<file path="src/rtl/spram_arb_pkg.sv">
// Shared types and constants for the two-port SPRAM arbiter.
package spram_arb_pkg;

    localparam int DATA_W     = 16;
    localparam int MASK_W     = 4;
    localparam int MODE_RR    = 0;
    localparam int MODE_FIXED = 1;

    typedef enum logic {
        P0 = 1'b0,
        P1 = 1'b1
    } port_id_t;

    // One entry of the read-response pipeline: who gets the data, if anyone.
    typedef struct packed {
        logic     valid;
        port_id_t port;
    } rd_tag_t;

endpackage

</file>
<file path="src/rtl/spram_arb_grant.sv">
// Grant decision for two requesters: round-robin or p0-priority with a starvation guard.
// Combinational grant, state updates on each accept; grants only ports whose request is high.
module spram_arb_grant
    import spram_arb_pkg::*;
#(
    parameter int MODE     = MODE_RR,
    parameter int MAX_HOLD = 4
) (
    input  logic       clk,
    input  logic       reset,
    input  logic [1:0] req_i,
    output logic [1:0] gnt_o
);

    localparam int                HOLD_W   = $clog2(MAX_HOLD + 1);
    localparam logic [HOLD_W-1:0] HOLD_MAX = HOLD_W'(MAX_HOLD);

    port_id_t          last_q, last_d;
    logic [HOLD_W-1:0] hold_q, hold_d;

    always_comb begin
        gnt_o  = 2'b00;
        last_d = last_q;
        hold_d = hold_q;

        if (MODE == MODE_RR) begin
            if (req_i == 2'b11) begin
                gnt_o = (last_q == P1) ? 2'b01 : 2'b10;
            end else begin
                gnt_o = req_i;
            end
        end else begin
            if (req_i == 2'b11) begin
                gnt_o = (hold_q >= HOLD_MAX) ? 2'b10 : 2'b01;
            end else begin
                gnt_o = req_i;
            end
            // Counts p0 wins only while p1 is actually waiting.
            if (!req_i[1] || gnt_o[1]) begin
                hold_d = '0;
            end else if (gnt_o[0]) begin
                hold_d = hold_q + 1'b1;
            end
        end

        if (gnt_o[0]) begin
            last_d = P0;
        end else if (gnt_o[1]) begin
            last_d = P1;
        end
    end

    always_ff @(posedge clk or posedge reset) begin
        if (reset) begin
            last_q <= P1;
            hold_q <= '0;
        end else begin
            last_q <= last_d;
            hold_q <= hold_d;
        end
    end

endmodule

</file>
<file path="src/rtl/spram_arbiter.sv">
// Two-master sequencer for one SPRAM bank; registers the winning command and routes read data back.
// Command reaches the SPRAM one cycle after accept, read data returns two cycles after accept.
// Ready is granted to at most one valid port per cycle; a dropped valid leaves no trace.
module spram_arbiter
    import spram_arb_pkg::*;
#(
    parameter int ADDR_W   = 14,
    parameter int MODE     = MODE_RR,
    parameter int MAX_HOLD = 4
) (
    input  logic              clk,
    input  logic              reset,

    input  logic              p0_valid,
    output logic              p0_ready,
    input  logic              p0_we,
    input  logic [ADDR_W-1:0] p0_addr,
    input  logic [DATA_W-1:0] p0_wdata,
    input  logic [MASK_W-1:0] p0_mask,
    output logic              p0_rvalid,
    output logic [DATA_W-1:0] p0_rdata,

    input  logic              p1_valid,
    output logic              p1_ready,
    input  logic              p1_we,
    input  logic [ADDR_W-1:0] p1_addr,
    input  logic [DATA_W-1:0] p1_wdata,
    input  logic [MASK_W-1:0] p1_mask,
    output logic              p1_rvalid,
    output logic [DATA_W-1:0] p1_rdata,

    output logic              mem_cs,
    output logic              mem_wren,
    output logic [ADDR_W-1:0] mem_addr,
    output logic [DATA_W-1:0] mem_wdata,
    output logic [MASK_W-1:0] mem_maskwren,
    input  logic [DATA_W-1:0] mem_rdata
);

    logic [1:0] req;
    logic [1:0] gnt;

    // Requests are masked during reset so no ready can escape while state is held.
    assign req = {p1_valid, p0_valid} & {2{~reset}};

    spram_arb_grant #(
        .MODE     (MODE),
        .MAX_HOLD (MAX_HOLD)
    ) u_grant (
        .clk   (clk),
        .reset (reset),
        .req_i (req),
        .gnt_o (gnt)
    );

    assign p0_ready = gnt[0];
    assign p1_ready = gnt[1];

    logic              accept;
    port_id_t          sel;
    logic              sel_we;
    logic [ADDR_W-1:0] sel_addr;
    logic [DATA_W-1:0] sel_wdata;
    logic [MASK_W-1:0] sel_mask;

    assign accept    = |gnt;
    assign sel       = gnt[1] ? P1 : P0;
    assign sel_we    = gnt[1] ? p1_we    : p0_we;
    assign sel_addr  = gnt[1] ? p1_addr  : p0_addr;
    assign sel_wdata = gnt[1] ? p1_wdata : p0_wdata;
    assign sel_mask  = gnt[1] ? p1_mask  : p0_mask;

    logic              cs_q,    cs_d;
    logic              wren_q,  wren_d;
    logic [ADDR_W-1:0] addr_q,  addr_d;
    logic [DATA_W-1:0] wdata_q, wdata_d;
    logic [MASK_W-1:0] mask_q,  mask_d;
    rd_tag_t           tag1_q,  tag1_d;
    rd_tag_t           tag2_q;

    always_comb begin
        cs_d        = accept;
        wren_d      = accept & sel_we;
        addr_d      = addr_q;
        wdata_d     = wdata_q;
        mask_d      = '0;
        tag1_d      = '0;
        if (accept) begin
            addr_d  = sel_addr;
            wdata_d = sel_wdata;
            // Reads leave the nibble mask quiet so the bank sees no write intent.
            if (sel_we) begin
                mask_d = sel_mask;
            end
            tag1_d.valid = ~sel_we;
            tag1_d.port  = sel;
        end
    end

    always_ff @(posedge clk or posedge reset) begin
        if (reset) begin
            cs_q    <= 1'b0;
            wren_q  <= 1'b0;
            addr_q  <= '0;
            wdata_q <= '0;
            mask_q  <= '0;
            tag1_q  <= '0;
            tag2_q  <= '0;
        end else begin
            cs_q    <= cs_d;
            wren_q  <= wren_d;
            addr_q  <= addr_d;
            wdata_q <= wdata_d;
            mask_q  <= mask_d;
            tag1_q  <= tag1_d;
            tag2_q  <= tag1_q;
        end
    end

    assign mem_cs       = cs_q;
    assign mem_wren     = wren_q;
    assign mem_addr     = addr_q;
    assign mem_wdata    = wdata_q;
    assign mem_maskwren = mask_q;

    // The tag in stage 2 lines up with the SPRAM's registered output for that read.
    assign p0_rvalid = tag2_q.valid & (tag2_q.port == P0);
    assign p1_rvalid = tag2_q.valid & (tag2_q.port == P1);
    assign p0_rdata  = p0_rvalid ? mem_rdata : '0;
    assign p1_rdata  = p1_rvalid ? mem_rdata : '0;

endmodule

</file>
<file path="config.mk">
export PLATFORM = sky130hd
export DESIGN_NAME = spram_arbiter
export DESIGN_NICKNAME = d
export VERILOG_FILES = /design/src/rtl/spram_arb_pkg.sv /design/src/rtl/spram_arb_grant.sv /design/src/rtl/spram_arbiter.sv
export SDC_FILE = /design/constraint.sdc
export NUM_CORES = 1
export LEC_CHECK = 0
export ABC_AREA = 1
export BUFFER_PORTS_ARGS = -buffer_cell sky130_fd_sc_hd__buf_2
export CAP_MARGIN = 20
export CELL_PAD_IN_SITES_DETAIL_PLACEMENT = 2
export CELL_PAD_IN_SITES_GLOBAL_PLACEMENT = 2
export CORE_MARGIN = 10
export CORE_UTILIZATION = 21
export DETAILED_ROUTE_END_ITERATION = 10
export PLACE_DENSITY = 0.81
export SETUP_SLACK_MARGIN = 0.15
export SLEW_MARGIN = 20
export SYNTH_ARGS = -nofsm -noshare
export SYNTH_HDL_FRONTEND = slang
export SYNTH_SLANG_ARGS = --single-unit
export TNS_END_PERCENT = 10
</file>
<file path="constraint.sdc">
create_clock -name clk -period 1.5 [get_ports clk]
set_clock_uncertainty 0.1 [all_clocks]
set_input_delay 0.075 -clock clk [delete_from_list [all_inputs] [get_ports clk]]
set_output_delay 0.075 -clock clk [all_outputs]
set_load 0.01 [all_outputs]
</file>
Word-level counts from Yosys, hierarchy flattened

Index checks and enable logic that the tools add are counted.

Equal/unequal tests: 1
Mux-type cells: 14
Bitwise operators: 7
Reductions and logical operators: 2

Operators with widths:

| cell                                        | number |
|---|---|
| 2-to-1 mux 16 bit                           | 3 |
| 2-to-1 mux 14 bit                           | 1 |
| 2-to-1 mux 4 bit                            | 3 |
| 2-to-1 mux 2 bit                            | 3 |
| 2-to-1 mux 1 bit                            | 4 |
| bitwise AND 1 bit                           | 3 |
| inverter 1 bit                              | 3 |
| bitwise AND 2 bit                           | 1 |
| equality test 2 bit (second input constant) | 1 |
| nonzero test 2 bit                          | 1 |
| OR reduction 2 bit                          | 1 |

Register bits after elaboration: 41
Input port bits: 90
Output and inout bits: 72
Logic and storage cells: 34

Longest topological paths before layout

Gate-level depths: netlist (run 1).

Depth in word-level cells: 7
Gate-level depth with buffers: 6
Gate-level depth less buffers: 6

By module

A second synthesis (run 1) with hierarchy kept.

Cells, all modules: 270
Area total of the unflattened synthesis: 1973.1 um^2

By module, submodules not included:

| module          | instances | cells an instance | area each (um^2) | seq. area each (um^2) |
|---|---|---|---|---|
| spram_arbiter   | 1         | 258               | 1904.3           | 1001.0 |
| spram_arb_grant | 1         | 12                | 68.8             | 26.3 |

Worst setup path before layout (run 1)

OpenSTA, ideal clock, no wires.

Kind: register to register
Start point: reg u_grant.last_q
End point: reg addr_q[10], in the netlist mem_addr[10]
Library setup time: 117 ps
Arrival: 1072 ps
Required time: 1283 ps
Setup slack: 211 ps
Cell stages (with the launch flop): 7
Path buffers: 1
Period minus slack after synthesis: 1289 ps
Path through: dfstp_2 nand2_2 nand3_4 buf_6 nand2_2 nand3_1 nand2_1

Cells in the longest elaborated chain, start to end: 3
Elaborated cells between the ends (all ways): 4
Those cells by class: mux: 3; reduce/logical: 1

Ends and longest elaborated chain:

| item                                                           | RTL line                                 | text |
|---|---|---|
| start, declared                                                | spram_arb_grant.sv:18                    | `port_id_t last_q, last_d;` |
| start signal, assigned                                         | spram_arb_grant.sv:58                    | `last_q <= last_d;` |
| 2-to-1 mux 2 bit (*)                                           | spram_arb_grant.sv:28                    | `gnt_o = (last_q == P1) ? 2'b01 : 2'b10;` |
| 2-to-1 mux 2 bit (*)                                           | spram_arb_grant.sv:27                    | `if (req_i == 2'b11) begin` |
| 2-to-1 mux 14 bit / OR reduction 2 bit (equally long branches) | spram_arbiter.sv:69, spram_arbiter.sv:66 |  |
| end signal, assigned                                           | spram_arbiter.sv:112                     | `addr_q <= addr_d;` |
| end, declared                                                  | spram_arbiter.sv:75                      | `logic [ADDR_W-1:0] addr_q, addr_d;` |

Mark *: on every way between the ends. The rest lies on a longest branch, timed or not.
A chain may end at the register's enable or synchronous reset.

Worst setup path after layout (run 1)

Start point: reg u_grant.last_q
End point: out p1_ready

Cells in the longest elaborated chain, start to end: 2

Ends and longest elaborated chain:

| item             | RTL line              | text |
|---|---|---|
| 2-to-1 mux 2 bit | spram_arb_grant.sv:28 |  |
| 2-to-1 mux 2 bit | spram_arb_grant.sv:27 |  |
| end, declared    | spram_arbiter.sv:24   | `output logic p1_ready,` |

Every way passes these cells.

==> flow_metrics.tcl, run 1 <==
set metrics [dict create \
    status "complete, but fails checks" \
    violations "negative hold slack" \
    wl_per_cell_um 17.0 \
    synth_mux_area_frac 0 \
    timing.final.crit_share 0.970 \
    cp.arrival_ps 1280 \
    synth_area_per_cell_um2 7.36 \
    syn_to_final_growth_pct 67.2 \
    place_congestion 0.743 \
    wl_met1_mm 4.39 \
    drv_slew 0 \
    switchingPower_mw 1.09 \
    vias 2767 \
    crit_fanout 4 \
    min_path_type "in -> reg" \
    critPathLaunchType "flop" \
    final_core_util 0.358 \
    cp_slowest_cell "dfstp_2" \
    crit_chain "nand2_4 > nand3_4 > buf_12 > inv_6 > buf_6" \
    synth_warnings 0 \
    synth_cells 332 \
    cellLeakagePower_nw 2.41 \
    crit_path_end_kind "output pin" \
    ctsRootBufferMaster "clkbuf_16" \
    intPower_mw 2.29 \
    power.share.clock 0.310 \
    antenna_found_initial 0 \
    synth_top_family_by_area "simple AND/OR/NAND/NOR gates" \
    drv_cap 0 \
    worstMarginPinSlew_ps 526 \
    routed-wl-met2_mm 5.70 \
    initial_core_util 0.214 \
    synthesis.nets 422 \
    hold_viol 1 \
    antenna_cells 0 \
    overflow 0 \
    instances_no_fill 648 \
    core_um2 11400 \
    cts_buffers 5 \
    dieWidth_um 128 \
    post-route-min-period_ps 1450 \
    placed_cells 628 \
    layout-drive-gt1-share 0.543 \
    grt_usage 0.127 \
    grt_max_degree 33 \
    grt_pass1_wl_mm 17.2 \
    wl_met3_um 818 \
    setup_ws_ps 45.2 \
    ff2ff_setup_slack_ps 80 \
    final_cell_mix "buf_2 (160), nand2_1 (61), inv_1 (53)" \
    nets 594 \
    synth_compound_area_frac 0.0108 \
    wirelength_mm 11.0 \
    cts.sinks 41 \
    cts_tree "done" \
    power.share.sequential 0.390 \
    hpwl_mm 8.46 \
    irDropWorstVdd_uv 471 \
    max_slew_margin 0.650 \
    die-area_um2 16400 \
    postRouteAntennaNets 0 \
    final_common_cell "buf_2" \
    yosysSeqAreaShare 0.420 \
    dieHeight_um 128 \
    synth_area_um2 2440 \
    synth-simple-area-share 0.410 \
    clkLatencyLatePin_ps 280 \
    synth-xor-area-share 0 \
    max_stage_delay_ps 560 \
    dr.max_layer_used "met4" \
    finalSetupViolCount 0 \
    comb_power_share 0.300 \
    synth_fa_ha_area_frac 0 \
    synth.distinct_cells 20 \
    drc 0 \
    whs_ps -5.03 \
    critical_path_class "reg -> out" \
    drt-pass1-iter-count 4 \
    numPortBuffers 161 \
    clock.fmax_mhz 687 \
    first_global_vias 3327 \
    ys_seq_elements 41 \
    cts_buffer_depth 2 \
    switching_share 0.322 \
    viasPerCell 4.27 \
    rsz0062_at_grt "true" \
    htreeDepth 2 \
    crit_required_ps 1320 \
    clkTransAtPathRegs_ps 60 \
    rows 39 \
    io_pins 162 \
    dp_slack_ps 75.6 \
    drtIter0Drc 63 \
    p_per_area_nw_per_um2 826 \
]
-- cell families (layout without fill, tap and decap cells) --
group | after synthesis | after routing
AO/OA/AOI/OAI | 3 | 3
buffers and inverters | 79 | 252
flip-flops | 41 | 41
AND/OR/NAND/NOR | 209 | 209
-- sequential cells by signal, summed over array words and instances, names as in the netlist --
signal / count
mem_maskwren: 4
tag2_q: 2
mem_addr: 14
mem_wren: 1
u_grant.last_q: 1
mem_cs: 1
mem_wdata: 16
tag1_q: 2
-- path summary, 6_finish.rpt --
path | startpoint | depth (start not counted) | to
min in group asynchronous | reset | 4 | mem_wdata[2]$_DFFE_PP0P_
hold reg to reg | tag1_q[0]$_DFF_PP0_ | 0 | tag2_q[0]$_DFF_PP0_
max in group asynchronous | reset | 4 | mem_wdata[15]$_DFFE_PP0P_
setup reg to reg | u_grant.last_q$_DFFE_PP1P_ | 6 | mem_maskwren[0]$_DFF_PP0_
hold / removal | p0_wdata[2] | 5 | mem_wdata[2]$_DFFE_PP0P_
setup / recovery | u_grant.last_q$_DFFE_PP1P_ | 5 | p1_ready
-- critical path, delay by kind of cell (launching register included) --
family                 cells  cell delay [ps]
buffers and inverters      3              280
AND/OR/NAND/NOR            2              160
flip-flops                 1              560
-- power groups by stage --
stage	clock [mW]	combinational [mW]	sequential (mW)
after floorplan	0	0.387	1.38
after detailed placement	0	0.851	1.34
after global placement	0	0.819	1.33
after CTS	1.09	0.967	1.32
after global routing	1.14	1.13	1.34
final	1.05	1.01	1.32
-- what timing repair did --
item	in CTS	in global routing
resized for setup	65	49
endpoints found under the hold margin	43	0
pin swaps	42	63
endpoints found under the setup margin	52	63
gates cloned	0	1
setup buffers	5	0
hold buffers	6	0
-- per-stage QoR --
stage	instance area, um2	power, mW	setup TNS [ps]
2_1_floorplan	2440	1.77	0
3_3_place_gp	3380	2.15	0
3_5_place_dp	3380	2.19	0
4_1_cts	3880	3.38	0
5_1_grt	4090	3.61	-4.96
6_report	4090	3.38	0
-- layout make-up --
type                       instances  area (um2)
tap                              143         179
clock buffer                       6         129
sequential                        41        1030
inverter                          62         248
fill                            1329        7330
multi-input combinational        212        1410
clock inverter                     2        10.0
timing repair buffer             182        1080
-- synthesized netlist by cell type --
cell | number | share of area
nand2_2 | 10 | 0.026
nand3b_1 | 30 | 0.092
clkbuf_1 | 2 | 0.0031
nand3_4 | 1 | 0.0072
inv_4 | 2 | 0.0051
a21oi_1 | 2 | 0.0041
dfrtp_1 | 40 | 0.41
nand3_2 | 1 | 0.0041
o21ai_4 | 1 | 0.0067
nand2_1 | 92 | 0.14
dfstp_2 | 1 | 0.011
buf_8 | 3 | 0.018
nor2_1 | 39 | 0.060
inv_2 | 1 | 0.0015
buf_2 | 3 | 0.0061
nand3_1 | 35 | 0.072
nor2_8 | 1 | 0.0082
buf_4 | 5 | 0.015
buf_6 | 4 | 0.018
inv_1 | 59 | 0.091
-- per-layer routing --
layer  vias to the layer above  global-route usage
li1                       1334                   -
met1                      1321               0.141
met2                       106               0.235
met3                         6              0.0376
met4                         0              0.0265
met5                         -                   0
No activity file was read; power rests on OpenSTA's default activity.
==> inputs of run 2 (changes only) <==
--- a/config.mk
+++ b/config.mk
@@ -14,6 +14,7 @@
 export CORE_UTILIZATION = 21
 export DETAILED_ROUTE_END_ITERATION = 10
 export PLACE_DENSITY = 0.81
+export REMOVE_ABC_BUFFERS = 1
 export SETUP_SLACK_MARGIN = 0.15
 export SLEW_MARGIN = 20
 export SYNTH_ARGS = -nofsm -noshare
==> flow_metrics.tcl, run 2 (synthesis results as in run 1) <==
set metrics [dict create \
    status "finished, final reports clean" \
    grt_pass1_wl_mm 16.7 \
    largest_reg_flops 16 \
    cp_slowest_cell "dfstp_2" \
    ctsRootBufferMaster "clkbuf_16" \
    hold_viol 0 \
    multiInputGateArea_um2 1070 \
    overflow 0 \
    cellLeakagePower_nw 2.30 \
    die-area_um2 16400 \
    clkLatencyLatePin_ps 280 \
    switching_share 0.305 \
    drc 0 \
    critPathLaunchType "flop" \
    finalSetupViolCount 0 \
    cts_tree "done" \
    grt_usage 0.125 \
    drv_slew 0 \
    power.share.clock 0.327 \
    r2r_cells 7 \
    p_total_mw 3.28 \
    htreeDepth 2 \
    tns_ps 0 \
    initial_core_util 0.214 \
    layout-drive-gt1-share 0.422 \
    crit_path_end_kind "output pin" \
    clock.fmax_mhz 691 \
    dieHeight_um 128 \
    p_per_area_nw_per_um2 884 \
    viasPerCell 4.34 \
    cts_buffer_depth 2 \
    intPower_mw 2.28 \
    cp.arrival_ps 1270 \
    core_um2 11400 \
    power.share.sequential 0.401 \
    critical_path_class "reg -> out" \
    grt_max_degree 33 \
    first_global_vias 3264 \
    final_cell_mix "buf_2 (160), nand2_1 (91), inv_1 (56)" \
    wl_per_cell_um 16.5 \
    postRouteAntennaNets 0 \
    antenna_cells 0 \
    seq_area_um2 1030 \
    holdPathStages 5 \
    max_stage_delay_ps 560 \
    nets 590 \
    rsz0062_at_grt "true" \
    wirelength_mm 10.6 \
    switchingPower_mw 1.00 \
    vias 2789 \
    crit_required_ps 1320 \
    n_fill_cell 1396 \
    dieWidth_um 128 \
    cts_buffers 5 \
    hpwl_mm 8.47 \
    final_common_cell "buf_2" \
    setup_ws_ps 53.1 \
    dp_slack_ps 99.2 \
    antenna_found_initial 0 \
    final_core_util 0.325 \
    clkTransAtPathRegs_ps 60 \
    place_congestion 0.745 \
    min_path_type "in -> reg" \
    crit_fanout 3 \
    worstMarginPinSlew_ps 381 \
    postLayoutCellArea_um2 3710 \
    syn_to_final_growth_pct 52.0 \
    crit_chain "nand2_4 > nand3_4 > buf_12 > inv_4 > buf_6" \
    comb_power_share 0.271 \
    io_pins 162 \
    cts.sinks 41 \
    drtIter0Drc 80 \
    post-route-min-period_ps 1450 \
    max_slew_margin 0.746 \
    place_area_um2 3390 \
    rows 39 \
    drv_cap 0 \
    timing.final.crit_share 0.965 \
    drt-pass1-iter-count 4 \
    irDropWorstVdd_uv 463 \
    numPortBuffers 161 \
]
## run 2: changes by cell type in the layout (fill, tap and decap cells not counted), sizes merged
cell,change
dlygate4sd3,-5
clkinv,-2
buf,+1
clkinvlp,+1
## run 2: cell type report
| cell class | count | area share |
|---|---|---|
| clock buffer | 6 | 0.0374 |
| sequential | 41 | 0.277 |
| multi-input combinational | 212 | 0.289 |
| timing repair buffer | 178 | 0.281 |
| clock inverter | 1 | 0.00202 |
| tap | 143 | 0.0482 |
| inverter | 62 | 0.0654 |
## run 2: stage by stage
stage | std cells | hold WS, ps
2_1_floorplan | 315 | -121
3_3_place_gp | 629 | 122
3_5_place_dp | 629 | 131
4_1_cts | 641 | 2.91
5_1_grt | 643 | 20.4
6_report | 643 | 5.26
## run 2: power groups by stage
| stage | logic, mW | clock network (mW) | registers (mW) |
|---|---|---|---|
| floorplan | 0.340 | 0 | 1.38 |
| global route | 1.01 | 1.16 | 1.34 |
| detailed placement | 0.846 | 0 | 1.34 |
| finish | 0.891 | 1.07 | 1.32 |
| CTS | 0.879 | 1.12 | 1.32 |
| global placement | 0.813 | 0 | 1.33 |
## run 2: final timing paths
path	start	to	slack [ps]
worst max-delay path	u_grant.last_q$_DFFE_PP1P_	p1_ready	50
worst min-delay path	p0_addr[1]	mem_addr[1]$_DFFE_PP0P_	5
worst max register to register	u_grant.last_q$_DFFE_PP1P_	mem_wdata[4]$_DFFE_PP0P_	80
max in group asynchronous	reset	mem_maskwren[0]$_DFF_PP0_	540
worst min register to register	tag1_q[1]$_DFF_PP0_	tag2_q[1]$_DFF_PP0_	250
min in group asynchronous	reset	mem_addr[7]$_DFFE_PP0P_	410
## run 2: what timing repair did
item / CTS / global route
endpoints found under the setup margin: 29 / 71
pin swaps: 0 / 2
cloned: 1 / 1
buffers inserted: 3 / 1
hold buffers: 1 / 0
gates resized for setup: 2 / 21
hold endpoints to repair: 40 / 0
## run 2: critical path: cells and delay by family (launching register included)
kind | cells | cell delay [ps]
buf+inv | 3 | 260
flops | 1 | 560
simple gates | 2 | 170
## run 2: metal layers
layer | share of wire | track usage | up-vias
li1 | - | - | 1328
met1 | 0.40 | 0.140 | 1330
met2 | 0.49 | 0.222 | 121
met3 | 0.093 | 0.0480 | 10
met4 | 0.011 | 0.0232 | 0
met5 | 0 | 0 | -
